===== src/rtl/audio_dac_feeder_if.sv =====
// audio_dac_feeder_if
//   Groups the producer handshake (sample pair in, ready out) and the
//   audio-core register bus. Clock and reset stay outside as plain ports.
//   slave  : the feeder's view (drives sample_ready and the bus strobes).
//   master : the opposite view (producer + audio core).
interface audio_dac_feeder_if;
  logic        sample_valid;
  logic [31:0] sample_left;
  logic [31:0] sample_right;
  logic        sample_ready;
  logic [1:0]  audio_slave_address;
  logic        audio_slave_chipselect;
  logic        audio_slave_read;
  logic        audio_slave_write;
  logic [31:0] audio_slave_writedata;
  logic [31:0] audio_slave_readdata;

  modport slave (
    input  sample_valid, sample_left, sample_right, audio_slave_readdata,
    output sample_ready, audio_slave_address, audio_slave_chipselect,
           audio_slave_read, audio_slave_write, audio_slave_writedata
  );

  modport master (
    output sample_valid, sample_left, sample_right, audio_slave_readdata,
    input  sample_ready, audio_slave_address, audio_slave_chipselect,
           audio_slave_read, audio_slave_write, audio_slave_writedata
  );
endinterface


===== src/rtl/audio_dac_feeder.sv =====
// audio_dac_feeder
//   Takes stereo sample pairs from a producer and writes them into the
//   left/right FIFOs of an audio core over its register bus. Before each
//   pair it polls the FIFO-space register and only writes once both FIFOs
//   report at least MIN_SPACE free words; left and right of a pair go out
//   on back-to-back cycles.
// Ports
//   sys_clk_clk        : clock, rising edge
//   sys_reset_reset_n  : async active-low reset
//   bus (slave)        : sample handshake + audio core register bus
//   busy               : high in every state except IDLE
//   stall_count        : retry counter, only with AUDIO_DAC_FEEDER_STALL_CNT_EN
// Optional feature macro: AUDIO_DAC_FEEDER_STALL_CNT_EN
module audio_dac_feeder #(
  parameter int unsigned MIN_SPACE = 1
) (
  input  logic                sys_clk_clk,
  input  logic                sys_reset_reset_n,
  audio_dac_feeder_if.slave   bus,
  output logic                busy
`ifdef AUDIO_DAC_FEEDER_STALL_CNT_EN
  ,
  output logic [15:0]         stall_count
`endif
);

  typedef enum logic [2:0] {
    S_CLR, S_REL, S_IDLE, S_POLL, S_WAIT, S_WR_L, S_WR_R
  } state_t;

  state_t      state;
  logic [31:0] left_q;
  logic [31:0] right_q;
  logic        space_ok;
  logic        unused_rd;

  // FIFO-space register: [31:24] right free words, [23:16] left free words.
  assign space_ok = ({24'd0, bus.audio_slave_readdata[31:24]} >= MIN_SPACE) &&
                    ({24'd0, bus.audio_slave_readdata[23:16]} >= MIN_SPACE);
  // Low half of the space register carries read-side levels we don't use.
  assign unused_rd = ^bus.audio_slave_readdata[15:0];

  always_ff @(posedge sys_clk_clk or negedge sys_reset_reset_n) begin
    if (!sys_reset_reset_n) begin
      state   <= S_CLR;
      left_q  <= '0;
      right_q <= '0;
    end else begin
      case (state)
        S_CLR:  state <= S_REL;
        S_REL:  state <= S_IDLE;
        S_IDLE: if (bus.sample_valid) begin
                  left_q  <= bus.sample_left;
                  right_q <= bus.sample_right;
                  state   <= S_POLL;
                end
        S_POLL: state <= S_WAIT;
        // readdata answers the POLL read here, so the decision is taken
        // at the end of WAIT; a failed check re-polls with no idle gap.
        S_WAIT: state <= space_ok ? S_WR_L : S_POLL;
        S_WR_L: state <= S_WR_R;
        S_WR_R: state <= S_IDLE;
        default: state <= S_CLR;
      endcase
    end
  end

`ifdef AUDIO_DAC_FEEDER_STALL_CNT_EN
  always_ff @(posedge sys_clk_clk or negedge sys_reset_reset_n) begin
    if (!sys_reset_reset_n)
      stall_count <= '0;
    else if (state == S_WAIT && !space_ok && stall_count != 16'hFFFF)
      stall_count <= stall_count + 16'd1;
  end
`endif

  // Moore decode. The reset state is CLR, so strobes are gated with reset
  // to keep the bus quiet while reset is held and let the CLR write appear
  // in the very first cycle after release.
  always_comb begin
    bus.audio_slave_chipselect = 1'b0;
    bus.audio_slave_read       = 1'b0;
    bus.audio_slave_write      = 1'b0;
    bus.audio_slave_address    = 2'd0;
    bus.audio_slave_writedata  = 32'h0;
    if (sys_reset_reset_n) begin
      case (state)
        S_CLR: begin
          bus.audio_slave_chipselect = 1'b1;
          bus.audio_slave_write      = 1'b1;
          bus.audio_slave_writedata  = 32'h0000_000C;  // clear both FIFOs
        end
        S_REL: begin
          bus.audio_slave_chipselect = 1'b1;
          bus.audio_slave_write      = 1'b1;
        end
        S_POLL: begin
          bus.audio_slave_chipselect = 1'b1;
          bus.audio_slave_read       = 1'b1;
          bus.audio_slave_address    = 2'd1;
        end
        S_WR_L: begin
          bus.audio_slave_chipselect = 1'b1;
          bus.audio_slave_write      = 1'b1;
          bus.audio_slave_address    = 2'd2;
          bus.audio_slave_writedata  = left_q;
        end
        S_WR_R: begin
          bus.audio_slave_chipselect = 1'b1;
          bus.audio_slave_write      = 1'b1;
          bus.audio_slave_address    = 2'd3;
          bus.audio_slave_writedata  = right_q;
        end
        default: ;
      endcase
    end
  end

  assign bus.sample_ready = (state == S_IDLE);
  assign busy             = (state != S_IDLE);

endmodule


===== src/flat_wrapper.sv =====
// flat-port wrapper written by rule: the top's interface ports become plain ports
module audio_dac_feeder_flat 
#(
  parameter int unsigned MIN_SPACE = 1
)
  (sys_clk_clk, sys_reset_reset_n, busy, bus_sample_valid, bus_sample_left, bus_sample_right, bus_audio_slave_readdata, bus_sample_ready, bus_audio_slave_address, bus_audio_slave_chipselect, bus_audio_slave_read, bus_audio_slave_write, bus_audio_slave_writedata);
  audio_dac_feeder_if bus_i ();
  input  logic sys_clk_clk;
  input  logic sys_reset_reset_n;
  output logic busy;
  input wire logic [$bits(bus_i.sample_valid)-1:0] bus_sample_valid;
  input wire logic [$bits(bus_i.sample_left)-1:0] bus_sample_left;
  input wire logic [$bits(bus_i.sample_right)-1:0] bus_sample_right;
  input wire logic [$bits(bus_i.audio_slave_readdata)-1:0] bus_audio_slave_readdata;
  output wire logic [$bits(bus_i.sample_ready)-1:0] bus_sample_ready;
  output wire logic [$bits(bus_i.audio_slave_address)-1:0] bus_audio_slave_address;
  output wire logic [$bits(bus_i.audio_slave_chipselect)-1:0] bus_audio_slave_chipselect;
  output wire logic [$bits(bus_i.audio_slave_read)-1:0] bus_audio_slave_read;
  output wire logic [$bits(bus_i.audio_slave_write)-1:0] bus_audio_slave_write;
  output wire logic [$bits(bus_i.audio_slave_writedata)-1:0] bus_audio_slave_writedata;
  assign bus_i.sample_valid = bus_sample_valid;
  assign bus_i.sample_left = bus_sample_left;
  assign bus_i.sample_right = bus_sample_right;
  assign bus_i.audio_slave_readdata = bus_audio_slave_readdata;
  assign bus_sample_ready = bus_i.sample_ready;
  assign bus_audio_slave_address = bus_i.audio_slave_address;
  assign bus_audio_slave_chipselect = bus_i.audio_slave_chipselect;
  assign bus_audio_slave_read = bus_i.audio_slave_read;
  assign bus_audio_slave_write = bus_i.audio_slave_write;
  assign bus_audio_slave_writedata = bus_i.audio_slave_writedata;
  audio_dac_feeder #(.MIN_SPACE(MIN_SPACE)) u_core (.sys_clk_clk(sys_clk_clk), .sys_reset_reset_n(sys_reset_reset_n), .bus(bus_i), .busy(busy));
endmodule

===== config.mk =====
export PLATFORM = sky130hd
export DESIGN_NAME = audio_dac_feeder_flat
export DESIGN_NICKNAME = d
export VERILOG_FILES = /design/src/rtl/audio_dac_feeder_if.sv /design/src/rtl/audio_dac_feeder.sv /design/src/flat_wrapper.sv
export SDC_FILE = /design/constraint.sdc
export NUM_CORES = 1
export LEC_CHECK = 0
export CORE_MARGIN = 2
export CORE_UTILIZATION = 44
export DETAILED_ROUTE_END_ITERATION = 10
export GPL_ROUTABILITY_DRIVEN = 0
export PLACE_DENSITY = 0.9
export SYNTH_ARGS = -nofsm -noshare
export SYNTH_HDL_FRONTEND = slang
export SYNTH_SLANG_ARGS = --single-unit
export TNS_END_PERCENT = 30

===== constraint.sdc =====
create_clock -name sys_clk_clk -period 2.2 [get_ports sys_clk_clk]
set_clock_uncertainty 0.2 [all_clocks]
set_input_delay 0.66 -clock sys_clk_clk [delete_from_list [all_inputs] [get_ports sys_clk_clk]]
set_output_delay 0.66 -clock sys_clk_clk [all_outputs]
set_load 0.02 [all_outputs]

==> results of run 1 <==
## registers in the layout, summed over array words and instances (netlist names)
register,cells
u_core.left_q,32
u_core.right_q,32
u_core.state,3
## how the worst max path moves through the flow
| stage | startpoint | end | slack, ns |
|---|---|---|---|
| 2_1_floorplan | u_core.state[0]$_DFFE_PN0P_ | bus_audio_slave_writedata[11] | -0.07 |
| 3_3_place_gp | u_core.state[1]$_DFFE_PN0P_ | bus_audio_slave_writedata[13] | -0.52 |
| 3_5_place_dp | u_core.state[1]$_DFFE_PN0P_ | bus_audio_slave_writedata[12] | -0.55 |
| 4_1_cts | u_core.state[1]$_DFFE_PN0P_ | bus_audio_slave_writedata[28] | -0.49 |
| 5_1_grt | u_core.state[1]$_DFFE_PN0P_ | bus_audio_slave_writedata[17] | -0.56 |
| 6_report | u_core.state[1]$_DFFE_PN0P_ | bus_audio_slave_writedata[19] | -0.50 |
## per-layer routing
layer	wire (um)	share of wire, %	vias up	track usage (%)
met1	3740	42	1258	24.8
met4	121	1.4	0	5.22
met3	281	3.2	12	3.45
li1	-	-	1186	-
met5	0	0	-	0
met2	4670	53	63	37.4
## area by class of cell
type                    instances  area [um^2]
fillers                       548         2340
flip-flops and latches         67         1680
multi-input cells             161         1680
repair buffers                154         1530
clock buffers                  10          138
well taps                     102          128
clock inverters                 6          111
inverters                       2         7.51
## layout by cell type (no fill, tap or decap), drive strengths merged
cell / instances
o21a: 2
a21oi: 7
clkdlybuf4s50: 81
nor2b: 5
mux2: 64
and2: 3
nand2b: 1
clkinvlp: 1
o21ai: 1
or2: 1
clkinv: 1
nor3: 1
clkdlybuf4s15: 1
inv: 3
a22oi: 30
nor4: 4
clkbuf: 11
nand2: 3
a21o: 1
a22o: 2
and2b: 1
and3: 3
dfrtp: 67
nor2: 31
bufinv: 3
o31a: 1
buf: 71
## worst reg2reg max path: stages, from the launching register on
cell and delay, ns:
dfrtp_2 0.46, buf_4 0.15, nor2b_4 0.15, buf_4 0.12, and3_4 0.24, buf_12 0.24, mux2_4 0.35
## through the flow
stage	total power, mW	cells	setup TNS, ns
after floorplan	4.12	250	-1.51
after global placement	4.84	479	-21.31
after CTS	6.36	500	-16.39
after global routing	6.89	502	-18.27
final	6.56	502	-15.84
after detailed placement	4.97	479	-23.48
## where the power goes
| group | leakage (nW) | total [mW] | switching (mW) | internal, mW |
|---|---|---|---|---|
| clock network | 0.123 | 1.27 | 0.485 | 0.786 |
| registers | 0.795 | 2.33 | 0.454 | 1.87 |
| logic | 1.36 | 2.96 | 1.11 | 1.84 |
## cell families (layout without fill, tap and decap cells)
kind of cell,Yosys count,after routing,synth area share (%)
simple gates,53,53,7.61
flops,67,67,49.0
compound gates,44,44,9.18
buf+inv,22,172,6.51
mux,64,64,27.7
## what timing repair did
action	in CTS	in global routing
gates cloned	1	2
gates resized for setup	176	70
setup buffers	4	1
pin swaps	2	4
hold buffers	0	0
setup endpoints to repair	39	39
==> results by group, run 1 <==
Floorplan
  • Chip width: 92.2 um
  • Area of the die: 8490 um^2
  • Die H: 92.2 um
  • Ports: 138
  • # rows: 32
  • Initial Util: 45.0%
  • Core Footprint: 7610 um^2

Synthesis
  • Synth top area share: 49.0%
  • Synth cell count leaders: dfrtp_1 (67), mux2_4 (60), nor2_1 (31)
  • Main flop type after synthesis: dfrtp_1
  • Post-synth EDFFs: 0
  • Ys async rst share: 100%
  • Cell Area, Synth: 3420 um^2
  • Unique masters post-synth: 29
  • Net Count, Synth: 349
  • Post-Syn Instances: 250
  • Synth warnings: 0
  • Synthesized area per cell: 13.7 um^2
  • Most common cell in the netlist: dfrtp_1
  • Post-synth top area cell: dfrtp_1
  • Sequential area share after synthesis: 49.0%
  • #FFs+latches synth: 67
  • Dominant cells by area after synthesis: dfrtp_1 (49%), mux2_4 (26%), a22oi_1 (6.6%)

Status
  • Failing checks: setup timing
  • Status: complete, but fails checks

GRT
  • Vias in the first global route: 2788
  • Global Route Usage Sum: 20.4%
  • Initial antenna violation count: 0
  • Largest net degree at the start of global routing: 50
  • Global-route wire length before repair: 13.7 mm
  • Global route total overflow: 0

Timing
  • Fin crit period: 2.70 ns
  • RSZ-0062 raised after global routing: true
  • Final WS setup: -0.503 ns
  • Max Slew Vio Count: 0
  • Worst hold slack: 0.291 ns
  • Tightest Pin Transition: 0.612 ns
  • Fmax: 370 MHz
  • Final setup violation count: 39
  • Final hold violations: 0
  • Relative slew slack: 59.2%
  • Final period utilization: 123%

Clock network
  • CTS max path bufs: 2
  • Clk pin slew, worst setup/hold paths: 0.07 ns
  • Root buffer cell: clkbuf_8
  • Worst-Skew Late Latency: 0.32 ns
  • CTS tree: built
  • Clock sink count: 67
  • Total CTS buffers: 9
  • CTS H-tree depth: 3

Detailed routing
  • Routed wire length per instance: 17.5 um
  • 1st-iter DRT viols: 73
  • Antenna Violating Nets Remaining: 0
  • First-pass detailed-route iteration total: 4
  • Routed WL: 8.81 mm
  • DRC viols: 0
  • Via count: 2519
  • Vias per std cell: 5.02

Hold path
  • Worst Hold Class: primary input to async pin

Worst setup path
  • Critical path's largest stage delay: 0.47 ns
  • Crit path depth: 7
  • Setup CP Type: flip-flop to primary output
  • Worst r2r path cells: 6
  • WP data arrival: 1.84 ns
  • Slowest stage cell on the critical path: dfrtp_2
  • Buf/Inv on CP: 3
  • CP required: 1.34 ns
  • Critical path's top delay family: flip-flops
  • Reg2Reg Setup Slack: 0.17 ns
  • Reg2Reg Capture Point: u_core.right_q[20]$_DFFE_PN0P_
  • Setup crit end kind: primary output
  • Largest fanout on the critical path: 7
  • Worst Setup Start Kind: flip-flop
  • R2r startpoint: u_core.state[1]$_DFFE_PN0P_
  • Crit-path cells: nor2b_4 -> o21a_1 -> o21ai_4 -> buf_12 -> clkbuf_16 -> nor2_2 -> buf_6

Final layout
  • Share of layout cells above drive strength 1: 49.5%
  • Final core occ: 69.2%
  • Antenna diodes: 0
  • Area growth syn-to-layout: 54.0%
  • Nets: 494
  • Post-route cell area: 5270 um^2

Power and ir drop
  • Leak pwr: 2.27 nW
  • Maximum vdd drop: 0.661 mV
  • Power Density: 1240 nW/um^2

Place
  • Placement Setup Slack: -0.547 ns
  • PortBufs: 121
  • DP Wirelength: 6.02 mm
  • Instance area after placement: 4840 um^2

Run
  • # Max-Cap Violations: 0
Power figures use the tool's default switching activity.
==> inputs of run 2 (changes only) <==
Settings changed: PLACE_DENSITY 0.9 to 0.78.
==> results by group, run 2 (synthesized netlist as in run 1, its figures left out) <==
Hold path
  • Worst Hold Class: primary input to async pin

Timing
  • Final setup TNS: -15.71 ns (+0.127 ns)
  • Worst hold slack: 0.0852 ns (-0.206 ns)
  • Fmax: 372 MHz (+0.53%)
  • Final hold violations: 0 (unchanged)
  • Final setup violation count: 39 (unchanged)
  • Relative slew slack: 62.0% (+2.7 points)
  • Final period utilization: 122% (-0.64 points)
  • Fin crit period: 2.69 ns (-0.0141 ns)
  • RSZ-0062 raised after global routing: true
  • Max Slew Vio Count: 0 (unchanged)
  • Tightest Pin Transition: 0.571 ns (-0.0411 ns)
  • Final WS setup: -0.489 ns (+0.0141 ns)

Detailed routing
  • Via count: 2533 (+0.56%)
  • Routed WL: 8.54 mm (-3.0%)
  • 1st-iter DRT viols: 54 (-26%)
  • Routed wire length per instance: 16.8 um (-4.2%)
  • First-pass detailed-route iteration total: 4 (unchanged)
  • Vias per std cell: 4.99 (-0.63%)
  • DRC viols: 0 (unchanged)
  • Antenna Violating Nets Remaining: 0 (unchanged)

Floorplan
  • Die H: 92.2 um (unchanged)
  • Ports: 138 (unchanged)
  • Chip width: 92.2 um (unchanged)
  • Initial Util: 45.0% (unchanged)
  • Core Footprint: 7610 um^2 (unchanged)
  • Area of the die: 8490 um^2 (unchanged)
  • # rows: 32 (unchanged)

Worst setup path
  • CP required: 1.34 ns (about the same)
  • Worst Setup Start Kind: flip-flop
  • Largest fanout on the critical path: 6 (-1)
  • Crit-path cells: nor2b_4 -> o21a_1 -> o21ai_4 -> buf_12 -> buf_8 -> nor2_1 -> buf_4
  • Slowest stage cell on the critical path: dfrtp_2
  • Setup CP Type: flip-flop to primary output
  • Buf/Inv on CP: 3 (unchanged)
  • Setup crit end kind: primary output
  • Reg2Reg Setup Slack: 0.15 ns (-0.02 ns)
  • Critical path's largest stage delay: 0.45 ns (-0.02 ns)
  • Critical path's top delay family: flip-flops
  • WP data arrival: 1.83 ns (about the same)

Final layout
  • Post-Layout Cell Count: 508 (+1.2%)
  • Registers with the most flip-flops: u_core.left_q: 32 flops, u_core.right_q: 32 flops, u_core.state: 3 flops
  • Fillers: 543 (-0.91%)
  • Post-route cell area: 5310 um^2 (+0.78%)
  • Most common cell after layout, fill and taps aside: clkdlybuf4s50_1
  • Share of layout cells above drive strength 1: 49.5% (about the same)
  • Area growth syn-to-layout: 55.3%
  • Nets: 500 (+1.2%)
  • Antenna diodes: 0 (unchanged)
  • Most frequent cells in the layout: clkdlybuf4s50_1 (81), dfrtp_1 (65), mux2_4 (60), buf_4 (33), buf_6 (28)
  • Reg area: 1680 um^2 (about the same)
  • Final core occ: 69.8% (+0.54 points)
  • Multi-input logic area: 1670 um^2 (-0.67%)

Clock network
  • CTS H-tree depth: 3 (unchanged)
  • Clock sink count: 67 (unchanged)
  • Total CTS buffers: 9 (unchanged)
  • CTS max path bufs: 2 (unchanged)
  • CTS tree: built
  • Root buffer cell: clkbuf_8
  • Worst-Skew Late Latency: 0.33 ns (about the same)
  • Clk pin slew, worst setup/hold paths: 0.07 ns (about the same)
  • CTS Hold Bufs: 0 (unchanged)

Place
  • DP Wirelength: 5.67 mm (-5.8%)
  • Placed cells: 480 (+0.21%)
  • PortBufs: 121 (unchanged)
  • Instance area after placement: 4830 um^2 (-0.10%)
  • Placement Setup Slack: -0.542 ns (+0.00483 ns)

Power and ir drop
  • Power Total: 6.38 mW (-2.7%)
  • Maximum vdd drop: 0.586 mV (-11%)
  • Leak pwr: 2.30 nW (+1.0%)
  • Power Density: 1200 nW/um^2 (-3.5%)

Status
  • Status: complete, but fails checks
  • Failing checks: setup timing

GRT
  • Largest net degree at the start of global routing: 46 (-8.0%)
  • Initial antenna violation count: 0 (unchanged)
  • Global Route Usage Sum: 20.9% (+0.46 points)
  • Global route total overflow: 0 (unchanged)
  • Vias in the first global route: 2805 (+0.61%)
  • Global-route wire length before repair: 13.8 mm (+0.81%)

Run
  • # Max-Cap Violations: 0 (unchanged)
==> run 2: where the power goes <==
part	internal, mW	switching (mW)	total (mW)
registers	1.87	0.423	2.30
clock network	0.521	0.445	0.966
logic	1.97	1.15	3.12
==> run 2: worst paths after layout <==
kind / startpoint / to / depth (start not counted)
min: sys_reset_reset_n / u_core.left_q[2]$_DFFE_PN0P_ / 2
max reg2reg: u_core.state[1]$_DFFE_PN0P_ / u_core.right_q[21]$_DFFE_PN0P_ / 7
max in group asynchronous: sys_reset_reset_n / u_core.state[0]$_DFFE_PN0P_ / 3
max: u_core.state[1]$_DFFE_PN0P_ / bus_audio_slave_writedata[22] / 7
min reg2reg: u_core.left_q[5]$_DFFE_PN0P_ / u_core.left_q[5]$_DFFE_PN0P_ / 1
min in group sys_clk_clk: u_core.left_q[5]$_DFFE_PN0P_ / u_core.left_q[5]$_DFFE_PN0P_ / 1
==> run 2: area by class of cell <==
type | instances | area share, %
clock buffers | 11 | 2.47
clock inverters | 5 | 1.01
inverters | 2 | 0.141
multi-input cells | 161 | 31.4
flip-flops and latches | 67 | 31.6
well taps | 102 | 2.40
repair buffers | 160 | 31.0
==> run 2: per-layer routing <==
| layer | routed length [um] | up-vias | global-route usage (%) |
|---|---|---|---|
| met5 | 0 | - | 0 |
| met4 | 61 | 0 | 5.22 |
| met3 | 421 | 8 | 4.68 |
| met2 | 4510 | 78 | 36.8 |
| met1 | 3550 | 1254 | 25.9 |
| li1 | - | 1193 | - |
==> run 2: timing repair <==
item	4_1_cts	5_1_grt
endpoints found under the setup margin	39	39
gates resized for setup	235	26
endpoints found under the hold margin	0	0
buffers inserted	6	3
cloned	2	1
pin swaps	5	6
